### config.mk
export PLATFORM = sky130hd
export DESIGN_NAME = edge_capture_scheduler_flat
export DESIGN_NICKNAME = d
export VERILOG_FILES = /design/src/rtl/edge_capture_scheduler_if.sv /design/src/rtl/edge_capture_scheduler.sv /design/src/flat_wrapper.sv
export SDC_FILE = /design/constraint.sdc
export NUM_CORES = 1
export LEC_CHECK = 0
export CAP_MARGIN = 20
export CORE_UTILIZATION = 24
export CTS_BUF_LIST = sky130_fd_sc_hd__clkbuf_16
export DETAILED_ROUTE_END_ITERATION = 10
export SLEW_MARGIN = 15
export SYNTH_ARGS = -nofsm -noshare
export SYNTH_HDL_FRONTEND = slang
export SYNTH_SLANG_ARGS = --single-unit
### constraint.sdc
create_clock -name clk -period 4.3 [get_ports clk]
set_input_delay 0.645 -clock clk [delete_from_list [all_inputs] [get_ports clk]]
set_output_delay 0.645 -clock clk [all_outputs]
set_load 0.005 [all_outputs]
### src/rtl/edge_capture_scheduler_if.sv
// Bus bundle between the edge capture scheduler and its controller.
// The master drives capture/pop/clear controls; the slave returns FIFO head and status.
interface edge_capture_scheduler_if #(
  parameter int WIDTH = 8,
  parameter int CNT_W = 32,
  parameter int DEPTH = 4
);
  localparam int CH_W = $clog2(WIDTH);
  localparam int LW   = $clog2(DEPTH) + 1;

  logic             enable;
  logic [WIDTH-1:0] edge_detected;
  logic [CNT_W-1:0] count;
  logic             pop;
  logic [WIDTH-1:0] overrun_clr;

  logic             fifo_valid;
  logic [CH_W-1:0]  fifo_chan;
  logic [CNT_W-1:0] fifo_stamp;
  logic [LW-1:0]    fifo_level;
  logic [WIDTH-1:0] pending;
  logic [WIDTH-1:0] overrun;
  logic             irq;

  modport master (
    output enable, edge_detected, count, pop, overrun_clr,
    input  fifo_valid, fifo_chan, fifo_stamp, fifo_level, pending, overrun, irq
  );

  modport slave (
    input  enable, edge_detected, count, pop, overrun_clr,
    output fifo_valid, fifo_chan, fifo_stamp, fifo_level, pending, overrun, irq
  );
endinterface

### src/rtl/edge_capture_scheduler.sv
// Input-capture scheduler: per-channel timestamp latches, round-robin arbiter
// and a shared first-word-fall-through FIFO of {channel, timestamp} records.
module edge_capture_scheduler #(
  parameter int WIDTH = 8,
  parameter int CNT_W = 32,
  parameter int DEPTH = 4
) (
  input logic                    clk,
  input logic                    n_rst,
  edge_capture_scheduler_if.slave bus
);
  localparam int CH_W = $clog2(WIDTH);
  localparam int AW   = $clog2(DEPTH);
  localparam int LW   = AW + 1;

  logic [WIDTH-1:0] pending, overrun;
  logic [CNT_W-1:0] stamp [WIDTH];
  logic [CH_W-1:0]  ptr;

  logic [CH_W-1:0]  mem_chan  [DEPTH];
  logic [CNT_W-1:0] mem_stamp [DEPTH];
  logic [AW-1:0]    wr_ptr, rd_ptr;
  logic [LW-1:0]    level;

  logic             fifo_empty, fifo_full, can_accept, push, pop_eff;
  logic             grant_valid;
  logic [CH_W-1:0]  grant_idx, cand, ptr_next;
  logic [WIDTH-1:0] grant_oh, edge_en, capture, ovr_set;

  assign fifo_empty = (level == '0);
  assign fifo_full  = (level == LW'(DEPTH));
  assign pop_eff    = bus.pop & ~fifo_empty;
  // A full FIFO still takes a push when the head is popped in the same cycle.
  assign can_accept = ~fifo_full | bus.pop;

  // Scan downward from ptr+WIDTH-1 to ptr so the last hit is the first pending
  // channel at or after ptr.
  always_comb begin
    // NOTE: every output gets a default before the loop so no latch is inferred.
    grant_valid = 1'b0;
    grant_idx   = '0;
    cand        = '0;
    for (int k = WIDTH - 1; k >= 0; k--) begin
      // NOTE: blocking assignments here; cand is a scratch value reused per iteration.
      cand = CH_W'((int'(ptr) + k) % WIDTH);
      if (pending[cand]) begin
        grant_valid = 1'b1;
        grant_idx   = cand;
      end
    end
  end

  assign push     = can_accept & grant_valid;
  assign grant_oh = push ? (WIDTH'(1) << grant_idx) : '0;
  assign ptr_next = (grant_idx == CH_W'(WIDTH - 1)) ? '0 : grant_idx + 1'b1;

  // A channel being granted this cycle is free to take a fresh capture.
  assign edge_en = bus.edge_detected & {WIDTH{bus.enable}};
  assign capture = edge_en & (~pending | grant_oh);
  assign ovr_set = edge_en & pending & ~grant_oh;

  always_ff @(posedge clk or negedge n_rst) begin
    if (!n_rst) begin
      pending <= '0;
      overrun <= '0;
      ptr     <= '0;
      // NOTE: the stamp latches are visible state and are cleared; FIFO storage
      // below is not, because its outputs are masked while the FIFO is empty.
      for (int i = 0; i < WIDTH; i++) stamp[i] <= '0;
    end else begin
      // NOTE: non-blocking assignments for all sequential state.
      pending <= (pending & ~grant_oh) | capture;
      overrun <= (overrun & ~bus.overrun_clr) | ovr_set;
      if (push) ptr <= ptr_next;
      for (int i = 0; i < WIDTH; i++) begin
        if (capture[i]) stamp[i] <= bus.count;
      end
    end
  end

  always_ff @(posedge clk) begin
    if (push) begin
      mem_chan[wr_ptr]  <= grant_idx;
      mem_stamp[wr_ptr] <= stamp[grant_idx];
    end
  end

  // Pointers wrap naturally since DEPTH is a power of two.
  always_ff @(posedge clk or negedge n_rst) begin
    if (!n_rst) begin
      wr_ptr <= '0;
      rd_ptr <= '0;
      level  <= '0;
    end else begin
      if (push)    wr_ptr <= wr_ptr + 1'b1;
      if (pop_eff) rd_ptr <= rd_ptr + 1'b1;
      case ({push, pop_eff})
        2'b10:   level <= level + 1'b1;
        2'b01:   level <= level - 1'b1;
        default: level <= level;
      endcase
    end
  end

  assign bus.fifo_valid = ~fifo_empty;
  assign bus.fifo_chan  = fifo_empty ? '0 : mem_chan[rd_ptr];
  assign bus.fifo_stamp = fifo_empty ? '0 : mem_stamp[rd_ptr];
  assign bus.fifo_level = level;
  assign bus.pending    = pending;
  assign bus.overrun    = overrun;
  assign bus.irq        = ~fifo_empty | (|overrun);
endmodule

### src/flat_wrapper.sv
// flat-port wrapper written by rule: the top's interface ports become plain ports
module edge_capture_scheduler_flat 
#(
  parameter int WIDTH = 8,
  parameter int CNT_W = 32,
  parameter int DEPTH = 4
)
  (clk, n_rst, bus_enable, bus_edge_detected, bus_count, bus_pop, bus_overrun_clr, bus_fifo_valid, bus_fifo_chan, bus_fifo_stamp, bus_fifo_level, bus_pending, bus_overrun, bus_irq);
  edge_capture_scheduler_if #(.WIDTH(WIDTH), .CNT_W(CNT_W), .DEPTH(DEPTH)) bus_i ();
  input logic clk;
  input logic n_rst;
  input wire logic [$bits(bus_i.enable)-1:0] bus_enable;
  input wire logic [$bits(bus_i.edge_detected)-1:0] bus_edge_detected;
  input wire logic [$bits(bus_i.count)-1:0] bus_count;
  input wire logic [$bits(bus_i.pop)-1:0] bus_pop;
  input wire logic [$bits(bus_i.overrun_clr)-1:0] bus_overrun_clr;
  output wire logic [$bits(bus_i.fifo_valid)-1:0] bus_fifo_valid;
  output wire logic [$bits(bus_i.fifo_chan)-1:0] bus_fifo_chan;
  output wire logic [$bits(bus_i.fifo_stamp)-1:0] bus_fifo_stamp;
  output wire logic [$bits(bus_i.fifo_level)-1:0] bus_fifo_level;
  output wire logic [$bits(bus_i.pending)-1:0] bus_pending;
  output wire logic [$bits(bus_i.overrun)-1:0] bus_overrun;
  output wire logic [$bits(bus_i.irq)-1:0] bus_irq;
  assign bus_i.enable = bus_enable;
  assign bus_i.edge_detected = bus_edge_detected;
  assign bus_i.count = bus_count;
  assign bus_i.pop = bus_pop;
  assign bus_i.overrun_clr = bus_overrun_clr;
  assign bus_fifo_valid = bus_i.fifo_valid;
  assign bus_fifo_chan = bus_i.fifo_chan;
  assign bus_fifo_stamp = bus_i.fifo_stamp;
  assign bus_fifo_level = bus_i.fifo_level;
  assign bus_pending = bus_i.pending;
  assign bus_overrun = bus_i.overrun;
  assign bus_irq = bus_i.irq;
  edge_capture_scheduler #(.WIDTH(WIDTH), .CNT_W(CNT_W), .DEPTH(DEPTH)) u_core (.clk(clk), .n_rst(n_rst), .bus(bus_i));
endmodule
==> results of run 1 <==
path summary, 6_finish.rpt:
kind / startpoint / to / slack (ns) / cells past startpoint
min in group clk: u_core.stamp[205]$_DFFE_PN0P_ / u_core.stamp[205]$_DFFE_PN0P_ / 0.49 / 1
worst min register to register: u_core.stamp[205]$_DFFE_PN0P_ / u_core.stamp[205]$_DFFE_PN0P_ / 0.49 / 1
worst min-delay path: n_rst / u_core.stamp[246]$_DFFE_PN0P_ / 0.1 / 1
max in group asynchronous: n_rst / u_core.stamp[41]$_DFFE_PN0P_ / 3.15 / 2
worst max-delay path: u_core.ptr[0]$_DFFE_PN0P_ / u_core.mem_stamp[1][20]$_DFFE_PP_ / 0.17 / 12
worst max register to register: u_core.ptr[0]$_DFFE_PN0P_ / u_core.mem_stamp[1][20]$_DFFE_PP_ / 0.17 / 12
metal layers:
layer,vias up,track usage,share of wire
li1,4860,-,-
met5,-,0,0.0015
met1,5633,0.148,0.45
met3,80,0.0231,0.045
met4,14,0.0319,0.022
met2,166,0.192,0.48
area by class of cell:
cell class / count / area share
Sequential cell: 422 / 0.484
Multi-Input combinational cell: 686 / 0.324
Timing Repair Buffer: 157 / 0.0726
Tap cell: 1050 / 0.0564
Clock buffer: 44 / 0.0473
Clock inverter: 31 / 0.0114
Inverter: 25 / 0.00425
Antenna cell: 4 / 0.000430
worst max-delay path, cell delays in order, from the launching register on:
cell and delay (ns):
sky130_fd_sc_hd__dfrtp_1 0.34, sky130_fd_sc_hd__buf_4 0.28, sky130_fd_sc_hd__mux4_2 0.62, sky130_fd_sc_hd__o2bb2ai_1 0.16
sky130_fd_sc_hd__a2111oi_1 0.50, sky130_fd_sc_hd__nor4_1 0.10, sky130_fd_sc_hd__o21a_2 0.30, sky130_fd_sc_hd__inv_4 0.21
sky130_fd_sc_hd__buf_12 0.22, sky130_fd_sc_hd__buf_12 0.28, sky130_fd_sc_hd__mux2_2 0.20, sky130_fd_sc_hd__o22ai_1 0.07
sky130_fd_sc_hd__a221oi_1 0.53
through the flow:
stage	setup slack [ns]	hold slack [ns]	instance area [um2]	utilization
5_1_grt	-0.0402	0.145	23300	0.295
4_1_cts	0.0426	0.134	23200	0.294
2_1_floorplan	0.0102	0.349	19200	-
3_3_place_gp	0.149	0.466	21800	0.277
3_5_place_dp	0.0623	0.478	21800	0.277
6_report	0.171	0.0957	23300	0.295
synthesized netlist by cell type, types with 5 or more instances:
master,n
sky130_fd_sc_hd__nand2_1,32
sky130_fd_sc_hd__nor2_1,6
sky130_fd_sc_hd__mux2i_1,97
sky130_fd_sc_hd__ha_1,9
sky130_fd_sc_hd__inv_1,21
sky130_fd_sc_hd__mux2_1,46
sky130_fd_sc_hd__edfxtp_1,140
sky130_fd_sc_hd__o21ai_0,6
sky130_fd_sc_hd__and2_1,42
sky130_fd_sc_hd__nor2b_1,6
sky130_fd_sc_hd__mux2_4,60
sky130_fd_sc_hd__a221oi_1,20
sky130_fd_sc_hd__o22ai_1,27
sky130_fd_sc_hd__buf_6,7
sky130_fd_sc_hd__o22a_1,13
sky130_fd_sc_hd__xnor2_1,5
sky130_fd_sc_hd__clkbuf_1,20
sky130_fd_sc_hd__o221ai_1,13
sky130_fd_sc_hd__dfrtp_1,282
sky130_fd_sc_hd__mux4_2,48
sky130_fd_sc_hd__mux2_2,195
sky130_fd_sc_hd__buf_2,39
kinds of logic after synthesis:
logic type / Yosys count
muxes: 446
DFF: 422
AOI/OAI and AO/OA: 112
and+or+nand+nor: 109
buffers and inverters: 98
adders and majority gates: 10
xor gates and xnor gates: 9
flip-flops by register name, summed over array words and instances (netlist names):
| register | cells |
|---|---|
| u_core.bus.overrun | 8 |
| u_core.bus.fifo_level | 3 |
| u_core.mem_stamp | 128 |
| u_core.wr_ptr | 2 |
| u_core.rd_ptr | 2 |
| u_core.ptr | 3 |
| u_core.stamp | 256 |
| u_core.bus.pending | 8 |
| u_core.mem_chan | 12 |
what timing repair did:
| item | 4_1_cts | 5_1_grt |
|---|---|---|
| endpoints found under the setup margin | 0 | 236 |
| hold endpoints to repair | 0 | 0 |
| hold buffers | 0 | 0 |
| gates resized for setup | 0 | 11 |
==> impl_metrics.tcl, run 1 <==
set metrics [dict create \
    outcome "finished, final reports clean" \
    critPathArrivalTime_ns 4.39 \
    synth-warning-count 0 \
    final_max_slew_viol_count 0 \
    placeableCoreArea_mm2 0.0790 \
    setup.worst_path.end_class "flip-flop" \
    area.growth.synth_to_final_pct 21.3 \
    grt_usage 0.114 \
    grt_start_max_net_pins 110 \
    drtAntennaViolNets 0 \
    gr-total-overflow 0 \
    numPlacedInstances 2340 \
    synth_fp_nets 1268 \
    post_drt_via_cell_ratio 4.45 \
    drt_pre_antenna_iters 4 \
    drt_iter0_markers 625 \
    postSynth.topFlopCell "sky130_fd_sc_hd__dfrtp_1" \
    cp_max_fo 34 \
    numPortBuffers 107 \
    worstMarginPinSlew_ns 0.921 \
    finalCriticalPeriod_ns 4.13 \
    netlist_top_cells_area "sky130_fd_sc_hd__dfrtp_1, sky130_fd_sc_hd__edfxtp_1, sky130_fd_sc_hd__mux2_2, sky130_fd_sc_hd__mux4_2, sky130_fd_sc_hd__mux2i_1" \
    slew_headroom 0.386 \
    fp.dieH_um 285 \
    final_hold_viol_count 0 \
    fin_setup_tns_ns 0 \
    synth_area_mm2 0.0192 \
    synth_compound_area_frac 0.0502 \
    simple_gate_share_of_the_synthesized_area 0.0313 \
    place_congestion 0.839 \
    synth_cell_types 62 \
    synthesized_area_fraction_occupied_by_xor_and_xnor_cells 0.00411 \
    fmax_mhz 242 \
    ys_ff_latch 422 \
    commonest_non_fill_non_tap_cell_in_the_layout "sky130_fd_sc_hd__dfrtp_1" \
    period_share 0.960 \
    floorplan.die.width_um 285 \
    die_area_mm2 0.0811 \
    ys_async_sr_fraction 0.668 \
    postRouteWirelength_um 46000 \
    layout.cells.most_common_list "sky130_fd_sc_hd__dfrtp_1, sky130_fd_sc_hd__mux2_2, sky130_fd_sc_hd__edfxtp_1" \
    tritoncts "yes" \
    post_synth_mux_area_share 0.295 \
    worst_ep_required_time_ns 4.56 \
    final-setup-viol-count 0 \
    initial_utilization 0.243 \
    design.final.nets 1395 \
    clock_insertion_delay_worst_skew_ns 0.55 \
    floorplan.rows 103 \
    setup.worst_path.start_class "flip-flop" \
    clock_skew_ns 0.0160 \
    syn-mean-instance-area_um2 15.9 \
    synth_top_family_by_area "multiplexers" \
    synth_top_area_frac 0.368 \
    worstHoldPathType "in2async" \
    seq_area_mm2 0.0113 \
    synthesized_instance_count 1206 \
    post-route-drc-count 0 \
    multiInputGateArea_mm2 0.00754 \
    synth_enable_flop_cells 140 \
    grt_pass1_vias 11700 \
    clk_path_buf_depth 3 \
    grt_antenna_before_repair 9 \
    ys_seq_area_frac 0.587 \
    yosys.area.top_type "sky130_fd_sc_hd__dfrtp_1" \
    post-cts-setup-buffer-count 0 \
    synthAdderAreaFrac 0.00691 \
    cts_made_buffers 41 \
    instances_no_fill 2419 \
    total_number_of_vias 10800 \
    avgRoutedWirePerCell_um 19.0 \
    clkSinkCount 422 \
    io_pins 108 \
    drive_gt1_frac 0.331 \
    maxCapViolCount 0 \
    filler_cell_count 7806 \
    clock_root_buffer_master "sky130_fd_sc_hd__clkbuf_16" \
    clock_slew_at_the_register_clock_pins_of_the_worst_setup_and_hold_paths_ns 0.07 \
    grt_first_pass_wirelength_um 72000 \
    criticalPathCategory "reg2reg" \
    dp_hpwl_um 29800 \
    h-tree-depth 2 \
]
Power of run 1 is not shown: default switching activity piles up to over one toggle a cycle in this logic, so the estimate is an artifact.
==> run 2: changes to the inputs <==
RECOVER_POWER = 50   (was not set)
==> run 2 against run 1 <==
  * The run now ends with max-capacitance violations, max-slew violations left
  * Clock skew down 0.0032 ns
  * Largest cell class unchanged
  * Design area down 0.22%
  * Non-clock buffer count unchanged
  * Critical path depth down 1
  * Final cell count about the same
  * Sequential share of layout area up 0.11 points
==> impl_metrics.tcl, run 2 (synthesis gave the netlist of run 1 again) <==
set metrics [dict create \
    critPathArrivalTime_ns 4.37 \
    critical_path.max_stage_delay_ns 0.72 \
    cp_cell_sequence "clkinv_1 -> ha_2 -> mux2_2 -> mux4_2 -> o22ai_1 -> a21bo_2 -> a311oi_4 -> buf_4 -> and2_1 -> buf_4 -> a221oi_1" \
    cts_made_buffers 41 \
    drive_gt1_frac 0.327 \
    cts_hold_buffers 0 \
    largest_reg_flops 256 \
    final-setup-viol-count 0 \
    setup.reg_to_reg.worst_slack_ns 0.16 \
    grt_pass1_vias 11700 \
    area.growth.synth_to_final_pct 21.1 \
    dp_hpwl_um 29800 \
    floorplan.die.width_um 285 \
    post-route-drc-count 0 \
    fmax_mhz 242 \
    setup.worst_path.end_class "flip-flop" \
    post-route-util 0.294 \
    critical_path.most_common_cell "sky130_fd_sc_hd__buf_4" \
    drt_pre_antenna_iters 4 \
    floorplan.rows 103 \
    slew_headroom -0.607 \
    registers_with_the_most_flip_flops "u_core.stamp: 256 flops, u_core.mem_stamp: 128 flops, u_core.mem_chan: 12 flops" \
    clkSinkCount 422 \
    critical_path.reg2reg.endpoint "u_core.mem_stamp[2][2]$_DFFE_PP_" \
    source_of_the_worst_register_to_register_timing_path "u_core.ptr[0]$_DFFE_PN0P_" \
    place_congestion 0.839 \
    fp.dieH_um 285 \
    grt_first_pass_wirelength_um 72000 \
    grt.met2_usage 0.192 \
    worst_hold_startpoint "u_core.stamp[205]$_DFFE_PN0P_" \
    placeableCoreArea_mm2 0.0790 \
    timing.critical_path.slowest_stage_cell "sky130_fd_sc_hd__a221oi_1" \
    worstMarginPinSlew_ns 2.41 \
    die_area_mm2 0.0811 \
    globalRouteMet3Util 0.0231 \
    total_number_of_vias 10800 \
    criticalPathCategory "reg2reg" \
    clock_insertion_delay_worst_skew_ns 0.54 \
    commonest_non_fill_non_tap_cell_in_the_layout "sky130_fd_sc_hd__dfrtp_1" \
    h-tree-depth 2 \
    avgRoutedWirePerCell_um 19.0 \
    clock_skew_ns 0.0129 \
    final_cell_area_mm2 0.0232 \
    r2r.worst_path.cells 11 \
    gr-total-overflow 0 \
    hold-path-endpoint "u_core.stamp[205]$_DFFE_PN0P_" \
    finalCriticalPeriod_ns 4.14 \
    post_drt_via_cell_ratio 4.45 \
    clk_path_buf_depth 3 \
    final_hold_viol_count 0 \
    drt_iter0_markers 539 \
    grt_start_max_net_pins 110 \
    io_pins 108 \
    violations "max-capacitance violations, max-slew violations" \
    regMostFlops "u_core.stamp" \
    outcome "complete, but fails checks" \
    numPortBuffers 107 \
    worstHoldPathType "reg2reg" \
    initial_utilization 0.243 \
    grt_busiest_layer "met2" \
    clock_root_buffer_master "sky130_fd_sc_hd__clkbuf_16" \
    layout.cells.most_common_list "sky130_fd_sc_hd__dfrtp_1, sky130_fd_sc_hd__mux2_2, sky130_fd_sc_hd__edfxtp_1" \
    clock_slew_at_the_register_clock_pins_of_the_worst_setup_and_hold_paths_ns 0.06 \
    design.final.nets 1395 \
    grt_usage 0.114 \
    postRouteWirelength_um 46000 \
    global_route.usage.met1 0.148 \
    place_area_mm2 0.0218 \
    filler_cell_count 7816 \
    whs_path_depth 1 \
    grt_antenna_before_repair 9 \
    final_max_slew_viol_count 129 \
    drtAntennaViolNets 0 \
    setup.worst_path.start_class "flip-flop" \
    worst_ep_required_time_ns 4.53 \
    maxCapViolCount 2 \
    cp_max_fo 10 \
    period_share 0.963 \
    tritoncts "yes" \
]
## run 2: changes by cell type in the layout (fill, tap and decap cells not counted), moves of 2 or more
cell	before	now
sky130_fd_sc_hd__and2_0	0	29
sky130_fd_sc_hd__and2_1	42	13
sky130_fd_sc_hd__buf_12	19	17
sky130_fd_sc_hd__buf_4	31	29
sky130_fd_sc_hd__clkbuf_1	0	2
sky130_fd_sc_hd__clkbuf_4	0	2
sky130_fd_sc_hd__clkdlybuf4s50_1	106	78
sky130_fd_sc_hd__dlygate4sd3_1	0	28
## run 2: timing repair
item,4_1_cts,5_1_grt
endpoints found under the setup margin,0,236
resized for setup,0,11
buffers inserted,0,0
## run 2: critical path: cells and delay by family (launching register included)
kind | cells | cell delay [ns]
AO/OA/AOI/OAI | 4 | 1.29
multiplexers | 2 | 0.88
buffers and inverters | 3 | 0.54
adder cells (fa/ha/maj) | 1 | 0.43
flip-flops | 1 | 0.35
AND/OR/NAND/NOR | 1 | 0.33
## run 2: per-layer routing
metal / part of all wire / routed length (um)
met5: 0.0015 / 71
met4: 0.022 / 996
met3: 0.043 / 1960
met2: 0.48 / 22300
met1: 0.45 / 20700
## run 2: worst max path at each step
stage                                   start                                end  slack (ns)  cells after the start
floorplan           u_core.ptr[1]$_DFFE_PN0P_       u_core.stamp[10]$_DFFE_PN0P_        0.01                     20
global placement    u_core.ptr[0]$_DFFE_PN0P_  u_core.mem_stamp[0][18]$_DFFE_PP_        0.15                     13
detailed placement  u_core.ptr[0]$_DFFE_PN0P_  u_core.mem_stamp[1][26]$_DFFE_PP_        0.06                     13
CTS                 u_core.ptr[0]$_DFFE_PN0P_  u_core.mem_stamp[0][26]$_DFFE_PP_        0.04                     13
global route        u_core.ptr[0]$_DFFE_PN0P_  u_core.mem_stamp[1][17]$_DFFE_PP_       -0.04                     13
finish              u_core.ptr[0]$_DFFE_PN0P_   u_core.mem_stamp[2][2]$_DFFE_PP_        0.16                     11
## run 2: final cells by class
cell class	instances	area [um2]	area share
diodes	3	7.51	0.000323
flip-flops and latches	422	11300	0.485
clock inverters	31	265	0.0114
inverters	25	98.8	0.00426
repair buffers	157	1650	0.0709
well taps	1050	1310	0.0566
clock buffers	44	1100	0.0474
multi-input cells	686	7530	0.324
## run 2: per-stage QoR
stage	TNS [ns]	setup WS, ns	cells	hold slack (ns)
2_1_floorplan	0	0.0102	1206	0.349
3_3_place_gp	0	0.149	2340	0.466
3_5_place_dp	0	0.0623	2340	0.478
4_1_cts	0	0.0426	2415	0.134
5_1_grt	-0.180	-0.0420	2416	0.507
6_report	0	0.161	2418	0.488
Power of run 2 is left out for the same reason.
